## config.mk

```make
export PLATFORM = sky130hd
export DESIGN_NAME = ifetch_ctrl
export DESIGN_NICKNAME = d
export VERILOG_FILES = /design/src/rtl/ifetch_ctrl.sv
export SDC_FILE = /design/constraint.sdc
export NUM_CORES = 1
export LEC_CHECK = 0
export ABC_AREA = 1
export BUFFER_PORTS_ARGS = -buffer_cell sky130_fd_sc_hd__clkbuf_2
export CAP_MARGIN = 20
export CORE_ASPECT_RATIO = 0.5
export CORE_MARGIN = 2
export CORE_UTILIZATION = 58
export CTS_CLUSTER_SIZE = 20
export DETAILED_ROUTE_END_ITERATION = 7
export PLACE_DENSITY = 0.91
export SLEW_MARGIN = 20
export SYNTH_ARGS = -nofsm -noshare
export SYNTH_HDL_FRONTEND = slang
export SYNTH_SLANG_ARGS = --single-unit
```

## constraint.sdc

```tcl
create_clock -name clk -period 8.5 [get_ports clk]
set_input_delay 0.85 -clock clk [delete_from_list [all_inputs] [get_ports clk]]
set_output_delay 0.85 -clock clk [all_outputs]
set_load 0.005 [all_outputs]
```

## src/rtl/ifetch_ctrl.sv

```systemverilog
// ifetch_ctrl: instruction fetch sequencer.
// Owns the fetch PC, keeps at most one ibus request in flight or held,
// applies MIPS delay-slot redirects and exception flushes, and hands
// each fetched instruction to decode through a valid/ready handshake.
module ifetch_ctrl #(
  parameter logic [31:0] RESET_PC = 32'h0000_0000
) (
  input  logic        clk,
  input  logic        reset,
  output logic        ireq_valid,
  output logic [31:0] ireq_addr,
  input  logic        ireq_ready,
  input  logic        iresp_valid,
  input  logic [31:0] iresp_data,
  input  logic        redirect_valid,
  input  logic [31:0] redirect_branch_pc,
  input  logic [31:0] redirect_target,
  input  logic        flush_valid,
  input  logic [31:0] flush_target,
  output logic        out_valid,
  input  logic        out_ready,
  output logic [31:0] out_pc,
  output logic [31:0] out_instr
);

  typedef enum logic [1:0] {S_IDLE, S_REQ, S_WAIT, S_HOLD} state_t;

  state_t      r_state;
  logic [31:0] r_pc;
  logic [31:0] r_last_pc;
  logic [31:0] r_pend_tgt;
  logic [31:0] r_out_pc;
  logic [31:0] r_out_instr;
  logic        r_pending;
  logic        r_kill;
  logic        r_out_valid;
  logic        r_ireq_valid;

  logic [31:0] w_ds;
  logic [31:0] w_after_ds;
  logic [31:0] w_pc_seq;
  logic        w_accept;
  logic        w_rd_ds;
  logic        w_rd_past;

  // d = delay-slot address; d+4 = first wrong-path address after it
  assign w_ds       = redirect_branch_pc + 32'd4;
  assign w_after_ds = w_ds + 32'd4;
  assign w_pc_seq   = r_pending ? r_pend_tgt : (r_pc + 32'd4);
  assign w_accept   = (r_state == S_REQ) && ireq_ready;
  // pc still at delay slot: it must be fetched first, target after
  assign w_rd_ds    = redirect_valid && (r_pc == w_ds);
  // delay slot already issued: pc now points at a wrong-path fetch
  assign w_rd_past  = redirect_valid && (r_pc == w_after_ds);

  assign ireq_valid = r_ireq_valid;
  assign ireq_addr  = r_pc;
  assign out_valid  = r_out_valid;
  assign out_pc     = r_out_pc;
  assign out_instr  = r_out_instr;

  // Fetch FSM: PC/redirect bookkeeping plus request/response/hand-off sequencing
  always_ff @(posedge clk or posedge reset) begin
    if (reset) begin
      r_state      <= S_IDLE;
      r_pc         <= RESET_PC;
      r_last_pc    <= 32'h0;
      r_pend_tgt   <= 32'h0;
      r_pending    <= 1'b0;
      r_kill       <= 1'b0;
      r_out_valid  <= 1'b0;
      r_ireq_valid <= 1'b0;
      r_out_pc     <= 32'h0;
      r_out_instr  <= 32'h0;
    end else if (flush_valid) begin
      // Flush overrides redirect and both handshakes this cycle
      r_pc      <= flush_target;
      r_pending <= 1'b0;
      case (r_state)
        S_IDLE: begin
          r_state      <= S_REQ;
          r_ireq_valid <= 1'b1;
        end
        S_REQ: begin
          if (ireq_ready) begin
            // ibus took the old address; its response must be dropped
            r_last_pc    <= r_pc;
            r_kill       <= 1'b1;
            r_state      <= S_WAIT;
            r_ireq_valid <= 1'b0;
          end
        end
        S_WAIT: begin
          if (iresp_valid) begin
            // response landing on the flush cycle is dropped right here
            r_kill       <= 1'b0;
            r_state      <= S_REQ;
            r_ireq_valid <= 1'b1;
          end else begin
            r_kill <= 1'b1;
          end
        end
        default: begin
          r_out_valid  <= 1'b0;
          r_state      <= S_REQ;
          r_ireq_valid <= 1'b1;
        end
      endcase
    end else begin
      if (w_accept) begin
        r_last_pc <= r_pc;
        r_pending <= 1'b0;
        if (w_rd_ds) begin
          // the delay slot goes out now, so the target is next
          r_pc <= redirect_target;
        end else if (w_rd_past) begin
          // wrong-path address accepted this very cycle
          r_pc   <= redirect_target;
          r_kill <= 1'b1;
        end else begin
          r_pc <= w_pc_seq;
        end
      end else if (w_rd_ds) begin
        r_pending  <= 1'b1;
        r_pend_tgt <= redirect_target;
      end else if (w_rd_past) begin
        r_pc <= redirect_target;
      end

      case (r_state)
        S_IDLE: begin
          r_state      <= S_REQ;
          r_ireq_valid <= 1'b1;
        end
        S_REQ: begin
          if (ireq_ready) begin
            r_state      <= S_WAIT;
            r_ireq_valid <= 1'b0;
          end
        end
        S_WAIT: begin
          if (iresp_valid) begin
            if (r_kill) begin
              r_kill       <= 1'b0;
              r_state      <= S_REQ;
              r_ireq_valid <= 1'b1;
            end else begin
              r_out_instr <= iresp_data;
              r_out_pc    <= r_last_pc;
              r_out_valid <= 1'b1;
              r_state     <= S_HOLD;
            end
          end
        end
        default: begin
          if (out_ready) begin
            r_out_valid  <= 1'b0;
            r_state      <= S_REQ;
            r_ireq_valid <= 1'b1;
          end
        end
      endcase
    end
  end

  // Decode must redirect only from the delay slot or the address after it
  always @(posedge clk) begin
    if (!reset && redirect_valid && !flush_valid)
      assert (!r_pending && (w_rd_ds || w_rd_past))
        else $error("ifetch_ctrl: redirect protocol error pc=%h branch_pc=%h", r_pc, redirect_branch_pc);
  end

endmodule

```

After elaboration in Yosys (flattened, before gate mapping)
Cells that the tools add are included.
Storage, ports and cells
  input port bits: 135
  flip-flop bits (word level): 166
  output and inout port bits: 98
Cells by class
  equal/unequal tests: 15
  mux-type cells: 46
  bitwise logic cells: 3
  reductions and logical operators: 19
  $add $sub $neg: 3
Operators by type and width (count)
  2-to-1 mux 32 bit: 11
  adder 32 x 3 -> 32 bit (second input constant): 3
  == test 32 bit: 2
  2-to-1 mux 1 bit: 23
  inequality test 3 bit (second input constant): 5
  2-to-1 mux 2 bit: 6
  AND reduction 3 bit: 3
  nonzero test 3 bit: 3
  inequality test 2 bit (second input constant): 3
  case mux 1 bit (2 select lines): 3
  case mux 2 bit (3 select lines): 1
  AND reduction 2 bit: 3
  AND reduction 5 bit: 1
  nonzero test 5 bit: 1
  inequality test 2 x 1 -> 1 bit (second input constant): 2
  case mux 2 bit (2 select lines): 1
  AND reduction 4 bit: 1
  logical AND 1 bit: 3
  inequality test 3 x 1 -> 1 bit (second input constant): 1
  NOT 1 bit: 3
  case mux 1 bit (3 select lines): 1
  OR reduction 3 bit: 1
  == test 2 x 1 -> 1 bit (second input constant): 1
  == test 2 bit (second input constant): 1
  3 further kinds: 3

Depth between registers and ports, before layout
  depth after elaboration: 11
  depth in mapped cells: 27
  depth with buffers taken out: 26

Worst setup path before layout
Ideal clock, no wire load.
  path kind: input to register
  from: input redirect_branch_pc[2]
  to: register r_pc[13], in the netlist ireq_addr[13]
  path buffers: 2
  stages on the path: 24
  arrival time: 3.207 ns
  slack: 5.176 ns
  setup time: 0.117 ns
  cell sequence: ha_1 > nand2_1 > nor2_4 > nand2_2 > nor2_4 > nand2_1 > nand2_1 > nand2_2 > nor2_1 > nand2_2 > nor2_4 > nand2_1 > nand2_1 > nand2_1 > nor2_1 > nand2_1 > nor2_1 > nand2_1 > buf_6 > buf_2 > nand3_1 > nand3_1 > nand2_1 > nand2_1
Between the ends
  cells in the longest elaborated chain, start to end: 8
  elaborated cells between the ends (all ways): 13
Ends and longest elaborated chain
  start, declared: RTL line 16  | input logic [31:0] redirect_branch_pc,
  adder 32 x 3 -> 32 bit (*): RTL line 47  | assign w_ds = redirect_branch_pc + 32'd4;
  adder 32 x 3 -> 32 bit: RTL line 48  | assign w_after_ds = w_ds + 32'd4;
  == test 32 bit: RTL line 54  | assign w_rd_past = redirect_valid && (r_pc == w_after_ds);
  logical AND 1 bit: RTL line 54
  2-to-1 mux 32 bit: RTL line 116  | end else if (w_rd_past) begin
  2-to-1 mux 32 bit: RTL line 113  | if (w_rd_ds) begin
  2-to-1 mux 32 bit: RTL line 110  | if (w_accept) begin
  2-to-1 mux 32 bit: RTL line 75  | end else if (flush_valid) begin
  end signal, assigned: RTL line 77  | r_pc <= flush_target;
  end signal, assigned: RTL line 115  | r_pc <= redirect_target;
  end signal, assigned: RTL line 118  | r_pc <= redirect_target;
  end, declared: RTL line 29  | logic [31:0] r_pc;
Mark *: on every way between the ends. The rest lies on a longest branch, timed or not.
A chain may end at the register's enable or synchronous reset.

Worst setup path in the final report
  from: input redirect_branch_pc[2]
  to: register r_pc[3], in the netlist ireq_addr[3]
The elaborated chain is that of the path after synthesis.

==> key figures <==
Yosys
  • Synth area leaders: dfrtp_1 (37%), nand2_1 (17%), nand3_1 (8.3%)
  • Ys async rst share: 100.0%
  • Synth cell types: between 40 and 50
  • Syn Nets: 1,753
  • Post-Syn Instances: 1,611
  • Post-Syn Area: 11,360 µm²
  • Post-synth top flop: dfrtp_1
  • Yosys warning count: 0
  • Yosys top cell area share: about 37%
  • Post-synth EDFFs: 0
  • Share of the yosys chip area belonging to registers: 36.56%
  • Post-synth top area cell: dfrtp_1
  • Dominant cell by count in the synthesized netlist: nand2_1
  • Syn_area_per_cell: 7.054 µm²
  • Synthesis-stage register bit count: approximately 170
  • Post-synth top cells: nand2_1 (521), nand3_1 (189), nor2_1 (169)

Placed design
  • Final HPWL DP: 28.16 mm
  • Port Buffer Count: 232
  • GPL Wtd Cong: 1.014
  • Placed cell area: 12,670 µm²

STA
  • Final setup vio count: 0
  • Clk_skew: approximately 0.012 ns
  • Tcrit/Tclk final: 55.18%
  • Final Critical Period: 4.690 ns
  • F_max: approximately 210 MHz
  • Setup TNS: 0 ns
  • Final Hold Fails: 0
  • Slew Limit Fails: 0
  • RSZ-0062 raised after global routing: no
  • Max_slew headroom: 42.28%
  • Slew @ Worst Pin: 0.8658 ns
  • Hold_ws: 0.4834 ns

Critical path
  • Critical Path Most Common Cell: nand2_1
  • Slowest cell on the critical path: nand2_2
  • CP max stage delay: 0.62 ns
  • Worst setup path class: primary input to flop
  • Crit Path Max Fanout: 65
  • CP Buf/Inv Count: 3
  • Arrival @ worst endpoint: roughly 5 ns
  • Crit path launch type: primary input
  • Worst path top cell family by delay: simple AND/OR/NAND/NOR gates
  • Critical Path End Type: flop
  • Worst-path cell chain: clkbuf_2, ha_1, nand2_1, nor2_4, nand2_2, nor2_4, nand2_1, nand2_1, nand2_1, nor2_1, nand2_1, nor2_1, nand3_1, nand2_1, inv_1, nand3_1, nor2_1, nand2_2, buf_4, nand2_2, nand2_1, nand3_1, nand2_1, nand2_1
  • Critical Path RT: 8.83 ns

Floorplanning
  • Die ar.: around 21,000 µm²
  • Die Wd: around 200 µm
  • Core Rows: 36
  • Initial core utilization: approximately three fifths
  • Vert. Die Dim: 103.0 µm
  • I/O Pins: 233
  • Core Area: 19,320 µm²

Finish
  • Filler instances: 1,684
  • Reg area: 4154 µm²
  • Multi-input gate area: 6406 µm²
  • Inserted Diodes: 0
  • Layout net count: 1,959
  • Share of layout cells above drive strength 1: 22.19%
  • Final core utilization: 69.10%
  • Synth-to-Final Area Change: 17.51%
  • Design area: roughly 13,000 µm²

CTS
  • Resized cells post-CTS: 0
  • TritonCTS clock tree: done
  • Clock-pin slew on the worst setup and hold paths: 0.07 ns
  • CTS Hold Bufs: 0
  • CTS Buffer Depth: 2
  • TritonCTS buffer count: 17
  • H-tree depth: 4
  • Clock Root Buffer: clkbuf_16
  • Postcts setup bufs: 0
  • CTS Sinks: 166
  • Clk_lat worst skew: approximately 0.44 ns

Min path
  • Class of the worst hold path: flop to flop

GRT
  • Number of global-route vias before repair: 10,960
  • Largest net degree at the start of global routing: 89
  • Global Route Usage Sum: 36.28%
  • Initial antenna violation count: 0
  • First-pass GRT wire length: 58.29 mm
  • Grt ovf: 0

Power
  • P_leak: 7.132 nW
  • Design Power: 0.003349 W
  • PwrDens: 250.8 nW/µm²
  • VDD IR max: 0.1451 mV

Drt
  • Avg WL per Cell: 17.97 µm
  • Initial drt markers: 1,435
  • Remaining DRCs: 0
  • Post-Route WL: approximately 38 mm
  • Via density: 5.781
  • Vias: 12,120
  • Detailed Routing Iterations Pass 1: 7
  • Routed Antenna Nets: 0

Job
  • Maxcap violations: 0

Status
  • Run status: finished clean
[cell type report]
type	count	share of cell area, %
sequential	166	31.11
timing repair buffer	242	9.342
inverter	146	4.142
clock buffer	18	3.289
tap	266	2.493
clock inverter	14	1.649
multi-input combinational	1244	47.98
[cells in the final DEF (no fill, tap or decap), types with 17 or more instances in the layout]
cell type,instances
nand2_1,518
dfrtp_1,166
inv_1,136
clkbuf_16,17
clkbuf_2,232
a21oi_1,20
o21ai_0,69
mux2_2,80
nor2_1,167
nand3_1,189
xor2_1,28
nand4_1,28
o21a_1,28
[stage by stage]
step,cells,worst slack [ns]
3_5_place_dp,2063,3.153
3_3_place_gp,2063,3.222
2_1_floorplan,1611,3.160
6_report,2096,3.810
4_1_cts,2095,3.545
5_1_grt,2096,3.463
[final timing paths]
check | cells past startpoint | slack [ns] | endpoint | start
max | 24 | 3.81 | ireq_addr[3] | redirect_branch_pc[2]
min | 2 | 0.48 | out_pc[0] | out_pc[0]
max reg2reg | 17 | 4.73 | ireq_addr[3] | ireq_addr[14]
min reg2reg | 2 | 0.48 | out_pc[0] | out_pc[0]
max in group asynchronous | 3 | 6.76 | r_pend_tgt[15] | reset
min in group asynchronous | 2 | 0.55 | out_instr[4] | reset
[logic make-up after synthesis]
group | Yosys count | synth area share, %
adder cells (fa/ha/maj) | 7 | 0.7707
AND/OR/NAND/NOR | 983 | 37.44
flip-flops | 166 | 36.56
XOR/XNOR | 31 | 2.511
buffers and inverters | 201 | 7.179
multiplexers | 88 | 8.721
AO/OA/AOI/OAI | 135 | 6.827
[flip-flops by register name, indices dropped and copies added (netlist names)]
register and cells:
r_last_pc 32, r_pend_tgt 32, r_state 2, r_pending 1, out_instr 32, out_pc 32
ireq_valid 1, ireq_addr 32, out_valid 1, r_kill 1
[worst register-to-register path, delay by kind of cell (launching register included)]
family	cells	cell delay [ns]
XOR/XNOR	1	0.55
buffers and inverters	4	1.04
flip-flops	1	0.47
AND/OR/NAND/NOR	12	1.59
[where the power goes]
group          switching, W  internal (W)  leakage [nW]
combinational      0.000745      0.000465          4.67
sequential         0.000240       0.00103          2.15
clock              0.000337      0.000533         0.315
total               0.00132       0.00203          7.13
[per-layer routing]
metal	vias up	global-route usage, %	share of wire, %	routed length, µm
li1	5659	-	-	-
met1	5648	52.31	44	16720
met2	734	52.52	42	15730
met3	77	11.00	12	4527
met4	0	10.86	1.8	694
met5	-	0	0	0
(Power assumes the default switching activity.)
